--- src/rtl/poli_crc_engine.sv ---
// Parametrised multi-cycle CRC engine behind a four-register word interface.
// Optional macro POLI_CRC_REFLECT_EN: LSB-first input and bit-reversed OUTPUT (reflected CRCs).
module poli_crc_engine #(
    parameter int          CRC_WIDTH      = 32,
    parameter logic [31:0] POLY           = 32'h04C11DB7,
    parameter logic [31:0] INIT           = 32'hFFFFFFFF,
    parameter logic [31:0] XOR_OUT        = 32'h00000000,
    parameter int          BITS_PER_CYCLE = 1
) (
    input  logic        CLK,
    input  logic        nRST,
    input  logic        wen,
    input  logic        ren,
    input  logic [1:0]  addr,
    input  logic [31:0] wdata,
    output logic [31:0] rdata,
    output logic        irq
);

    localparam logic [1:0] A_CONTROL = 2'd0;
    localparam logic [1:0] A_STATUS  = 2'd1;
    localparam logic [1:0] A_INPUT   = 2'd2;
    localparam logic [1:0] A_OUTPUT  = 2'd3;
    localparam logic [4:0] CNT_LOAD  = 5'(32 / BITS_PER_CYCLE - 1);

    typedef enum logic {IDLE, SHIFT} state_t;

    state_t                state;
    logic [4:0]            cnt;
    logic [CRC_WIDTH-1:0]  rem;
    logic [CRC_WIDTH-1:0]  rem_next;
    logic [CRC_WIDTH-1:0]  rem_out;
    logic [31:0]           shreg;
    logic [31:0]           out_word;
    logic [BITS_PER_CYCLE-1:0] din;
    logic                  irq_en;
    logic                  done;
    logic                  overrun;
    logic                  busy;
    logic                  wr_ctrl;
    logic                  wr_stat;
    logic                  wr_in;
    logic                  clr;

    // Processes din[BITS_PER_CYCLE-1] first, down to din[0].
    function automatic logic [CRC_WIDTH-1:0] crc_step(input logic [CRC_WIDTH-1:0] r,
                                                      input logic [BITS_PER_CYCLE-1:0] d);
        logic [CRC_WIDTH-1:0] t;
        logic                 fb;
        t = r;
        for (int i = BITS_PER_CYCLE - 1; i >= 0; i--) begin
            fb = t[CRC_WIDTH-1] ^ d[i];
            t  = {t[CRC_WIDTH-2:0], 1'b0} ^ (fb ? POLY[CRC_WIDTH-1:0] : '0);
        end
        return t;
    endfunction

`ifdef POLI_CRC_REFLECT_EN
    function automatic logic [CRC_WIDTH-1:0] bit_rev(input logic [CRC_WIDTH-1:0] x);
        logic [CRC_WIDTH-1:0] y;
        for (int i = 0; i < CRC_WIDTH; i++) y[i] = x[CRC_WIDTH-1-i];
        return y;
    endfunction
`endif

    assign busy    = (state == SHIFT);
    assign wr_ctrl = wen && (addr == A_CONTROL);
    assign wr_stat = wen && (addr == A_STATUS);
    assign wr_in   = wen && (addr == A_INPUT);
    assign clr     = wr_ctrl && wdata[0];
    assign irq     = done & irq_en;

    always_comb begin
        din = '0;
`ifdef POLI_CRC_REFLECT_EN
        for (int i = 0; i < BITS_PER_CYCLE; i++) din[BITS_PER_CYCLE-1-i] = shreg[i];
`else
        din = shreg[31 -: BITS_PER_CYCLE];
`endif
    end

    assign rem_next = crc_step(rem, din);

`ifdef POLI_CRC_REFLECT_EN
    assign rem_out = bit_rev(rem) ^ XOR_OUT[CRC_WIDTH-1:0];
`else
    assign rem_out = rem ^ XOR_OUT[CRC_WIDTH-1:0];
`endif

    always_comb begin
        out_word = '0;
        out_word[CRC_WIDTH-1:0] = rem_out;
        rdata = '0;
        if (ren) begin
            case (addr)
                A_CONTROL: rdata = {30'd0, irq_en, 1'b0};
                A_STATUS:  rdata = {29'd0, overrun, done, busy};
                A_INPUT:   rdata = '0;
                A_OUTPUT:  rdata = out_word;
                default:   rdata = '0;
            endcase
        end
    end

    // Control FSM; a DONE set on the final shift overrides a same-cycle W1C.
    always_ff @(posedge CLK or negedge nRST) begin
        if (!nRST) begin
            state   <= IDLE;
            cnt     <= '0;
            rem     <= INIT[CRC_WIDTH-1:0];
            irq_en  <= 1'b0;
            done    <= 1'b0;
            overrun <= 1'b0;
        end else begin
            if (wr_ctrl) irq_en <= wdata[1];
            if (wr_stat && wdata[2]) overrun <= 1'b0;
            if (wr_in && state == SHIFT) overrun <= 1'b1;
            if (wr_stat && wdata[1]) done <= 1'b0;

            if (clr) begin
                state <= IDLE;
                rem   <= INIT[CRC_WIDTH-1:0];
            end else if (state == IDLE) begin
                if (wr_in) begin
                    state <= SHIFT;
                    cnt   <= CNT_LOAD;
                    done  <= 1'b0;
                end
            end else begin
                rem <= rem_next;
                if (cnt == '0) begin
                    state <= IDLE;
                    done  <= 1'b1;
                end else begin
                    cnt <= cnt - 1'b1;
                end
            end
        end
    end

    // Data word shifter carries no reset; it is always loaded before use.
    always_ff @(posedge CLK) begin
        if (state == IDLE && wr_in) begin
            shreg <= wdata;
        end else if (state == SHIFT) begin
`ifdef POLI_CRC_REFLECT_EN
            shreg <= shreg >> BITS_PER_CYCLE;
`else
            shreg <= shreg << BITS_PER_CYCLE;
`endif
        end
    end

endmodule

--- config.mk ---
export PLATFORM = sky130hd
export DESIGN_NAME = poli_crc_engine
export DESIGN_NICKNAME = d
export VERILOG_FILES = /design/src/rtl/poli_crc_engine.sv
export SDC_FILE = /design/constraint.sdc
export NUM_CORES = 1
export LEC_CHECK = 0
export CORE_MARGIN = 3
export CORE_UTILIZATION = 60
export CTS_BUF_LIST = sky130_fd_sc_hd__clkbuf_16
export CTS_CLUSTER_SIZE = 12
export DETAILED_ROUTE_END_ITERATION = 8
export DONT_BUFFER_PORTS = 1
export PLACE_DENSITY = 0.79
export SLEW_MARGIN = 5
export SYNTH_ARGS = -nofsm -noshare
export SYNTH_HDL_FRONTEND = slang
export SYNTH_SLANG_ARGS = --single-unit
--- constraint.sdc ---
create_clock -name CLK -period 4.7 [get_ports CLK]
set_input_delay 0.47 -clock CLK [delete_from_list [all_inputs] [get_ports CLK]]
set_output_delay 0.47 -clock CLK [all_outputs]
set_load 0.03 [all_outputs]
==> summary.md <==
| Metric | Value |
|---|---|
| Area leader, netlist | edfxtp_1 |
| Post-DRT Antenna Nets | 0 |
| Distinct cells, synth | around 40 |
| Hold Path Class | in2reg |
| Fmax | about 440 MHz |
| Drc violations | 0 |
| Initial antenna violation count | 0 |
| Port bufs | 0 |
| Ys Warns | 0 |
| Final wirelength | 5840 µm |
| Cell Count, Final, Fillers Out | 330 |
| Post-Syn Nets | 295 |
| CTS tree | yes |
| Post-synthesis cell area | 0.00347 mm² |
| Ports | 71 |
| GRT Util Overall | 0.193 |
| Via Count | 1956 |
| Final clock period utilization by the worst path | 0.479 |
| Pwr/cell area | 595 mW/mm² |
| Largest net degree at the start of global routing | between 40 and 50 |
| Post-place setup slack | 2.33 ns |
| # nets final | 292 |
| Total negative slack | 0 ns |
| # H-tree levels | 3 |
| Crit path max-delay cell type | nand2b_1 |
| Cts bufs inserted | 9 |
| RSZ-0062 raised after global routing | false |
| Number of flops mapped to enable cells by yosys | 32 |
| FILL cells | 422 |
| Leading post-synthesis cells by cell area | edfxtp_1 (28%), dfstp_2 (24%), o22a_1 (8.1%), mux2_2 (7.8%), dfrtp_1 (6.5%) |
| Routed WL per cell | 17.7 µm |
| Site Rows | 27 |
| Synth Instances | 256 |
| Worst EP arrival | 2.46 ns |
| Clock Sinks | 73 |
| Area Growth Syn to Fin | 7.85% |
| Post-DP HPWL | 3780 µm |
| Critical Path Max Stage Delay | 0.80 ns |
| Vias/cell | just under 6 |
| Root cell of the clock tree | clkbuf_16 |
| # setup viols final | 0 |
| # diodes | 0 |
| Final count of hold timing violations | 0 |
| Synth Flop Type | edfxtp_1 |
| Worst path bufs/invs | 0 |
| Layout cells sized above 1 | 0.302 |
| Routability cong. | 0.781 |
| DR iter-0 viols | 79 |
| Die area | 0.00674 mm² |
| Initial Util | 0.627 |
| Die Height | 82.1 µm |
| Synthesis-stage register bit count | 73 |
| GRT overflow | 0 |
| Vias in the first global route | 1890 |
| Slew Viols, Final | 0 |
| Postcts setup bufs | 0 |
| Leakage | 1.41 nW |
| Worst-path cell chain | nand2b_1, o21ai_0, a21bo_2 |
| Least-Margin Pin Slew | 1.25 ns |
| Critical Path Start Type | register |
| Crit Path Max Fanout | 33 |
| CP delay by family, top | simple AND/OR/NAND/NOR gates |
| Clk slew on worst S/H paths | roughly 0.05 ns |
| Critical path class | reg2reg |
| Post-Syn Area per Cell | 13.6 µm² |
| TritonRoute pass-1 iters | 4 |
| Global-route wire length before repair | 9460 µm |
| Async S/R FF share, synth | 0.562 |
| Placed insts | roughly 310 |
| Crit path capture type | register |
| Status | complete, no violations |
| Minimum clock period | 2.25 ns |
| Critical path required time | between 4 and 5 ns |
| Final worst slack | 2.45 ns |
| Max cap viols | 0 |
| Core box area | 0.00554 mm² |
| Worst-Skew Late Latency | 0.32 ns |
| Post-synth top area share | 0.277 |
| Worst IR Drop VDD | 284 µV |
| CTS max path bufs | 2 |
| Worst slew margin | 0.164 |
| Sequential share of the synthesized area | 0.583 |
| Die span in x | 82.1 µm |
| Final Skew | approximately 0.0038 ns |
-- sequential cells by signal (all words and copies together) (netlist names) --
register	count
out_word	32
shreg	32
cnt	5
busy	1
done	1
irq_en	1
overrun	1
-- worst reg2reg max path, cell delays in order (launching register included) --
cell	delay [ns]
dfrtp_1	0.68
nand2b_1	0.80
o21ai_0	0.42
a21bo_2	0.25
-- logic make-up (layout without fill, tap and decap cells) --
| family | count (synthesis) | count (layout) | share of synthesized area |
|---|---|---|---|
| adder cells (fa/ha/maj) | 1 | 1 | 0.00360 |
| buffers and inverters | 23 | 25 | 0.0389 |
| multiplexers | 35 | 35 | 0.114 |
| AND/OR/NAND/NOR | 59 | 59 | 0.108 |
| flip-flops | 73 | 73 | 0.583 |
| XOR/XNOR | 14 | 14 | 0.0375 |
| AO/OA/AOI/OAI | 51 | 51 | 0.115 |
-- final cells by class --
| type | count | area [µm²] | share of cell area |
|---|---|---|---|
| flip-flops and latches | 73 | 2030 | 0.541 |
| multi-input cells | 160 | 1320 | 0.351 |
| clock buffers | 9 | 225 | 0.0601 |
| well taps | 72 | 90.1 | 0.0240 |
| repair buffers | 4 | 45.0 | 0.0120 |
| clock inverters | 7 | 26.3 | 0.00701 |
| inverters | 5 | 18.8 | 0.00501 |
-- stage by stage --
| step | hold WS (ns) | cell area, µm² | power, mW | util |
|---|---|---|---|---|
| after global placement | 0.177 | 3460 | 1.63 | 0.625 |
| after detailed placement | 0.177 | 3460 | 1.66 | 0.625 |
| after floorplan | 0.174 | 3470 | 1.57 | - |
| final | 0.265 | 3750 | 2.23 | 0.676 |
| after CTS | 0.254 | 3740 | 2.25 | 0.676 |
| after global routing | 0.270 | 3750 | 2.36 | 0.676 |
-- power breakdown --
group / leakage [nW] / internal (mW) / switching, mW / total [mW]
clock network: 0.140 / 0.344 / 0.232 / 0.576
logic: 0.518 / 0.252 / 0.263 / 0.515
registers: 0.751 / 0.991 / 0.146 / 1.14
-- layout by cell type, fill, tap and decap left out, types with 2 or more instances in the layout --
cell | netlist | final
nor2_2 | 1 | 2
a31oi_1 | 4 | 4
mux2_1 | 8 | 8
and2_1 | 32 | 32
nor2b_1 | 2 | 2
dfstp_2 | 32 | 32
o22a_1 | 32 | 32
clkbuf_16 | 0 | 9
buf_4 | 7 | 2
dfrtp_1 | 9 | 9
nor2_1 | 5 | 4
a22oi_1 | 2 | 2
mux2i_1 | 2 | 2
xor2_1 | 13 | 13
mux2_2 | 24 | 24
clkinv_1 | 0 | 2
nand2_1 | 8 | 8
nand2b_1 | 2 | 2
inv_1 | 5 | 9
o21ai_0 | 4 | 4
a21oi_1 | 4 | 4
edfxtp_1 | 32 | 32
-- final timing paths --
| check | endpoint | startpoint | cells after the start | slack, ns |
|---|---|---|---|---|
| max | cnt[2] | busy | 3 | 2.45 |
| min | overrun | addr[0] | 1 | 0.26 |
| max reg2reg | cnt[2] | busy | 3 | 2.45 |
| min reg2reg | overrun | overrun | 2 | 0.51 |
| max in group asynchronous | out_word[24] | nRST | 2 | 3.81 |
| min in group asynchronous | irq_en | nRST | 2 | 0.64 |
-- routing by layer --
layer / track usage / vias up / share of wire
li1: - / 923 / -
met2: 0.289 / 58 / 0.46
met4: 0.0698 / 0 / 0.015
met3: 0.0748 / 8 / 0.070
met1: 0.255 / 967 / 0.46
met5: 0 / - / 0
-- Yosys cell counts, drive strengths merged, types with 2 or more instances --
library cell and count:
a21oi 4, a22oi 2, a31oi 4, and2 32, buf 14, clkbuf 4
dfrtp 9, dfstp 32, edfxtp 32, inv 5, mux2 33, mux2i 2
nand2 8, nand2b 2, nor2 6, nor2b 3, o21ai 4, o22a 32
or3b 2, xor2 14
-- repair_timing --
action	in CTS	in global routing
hold buffers	2	0
hold endpoints to repair	41	0
resized for setup	0	0
Note: power is estimated with default switching activity, not from simulation.
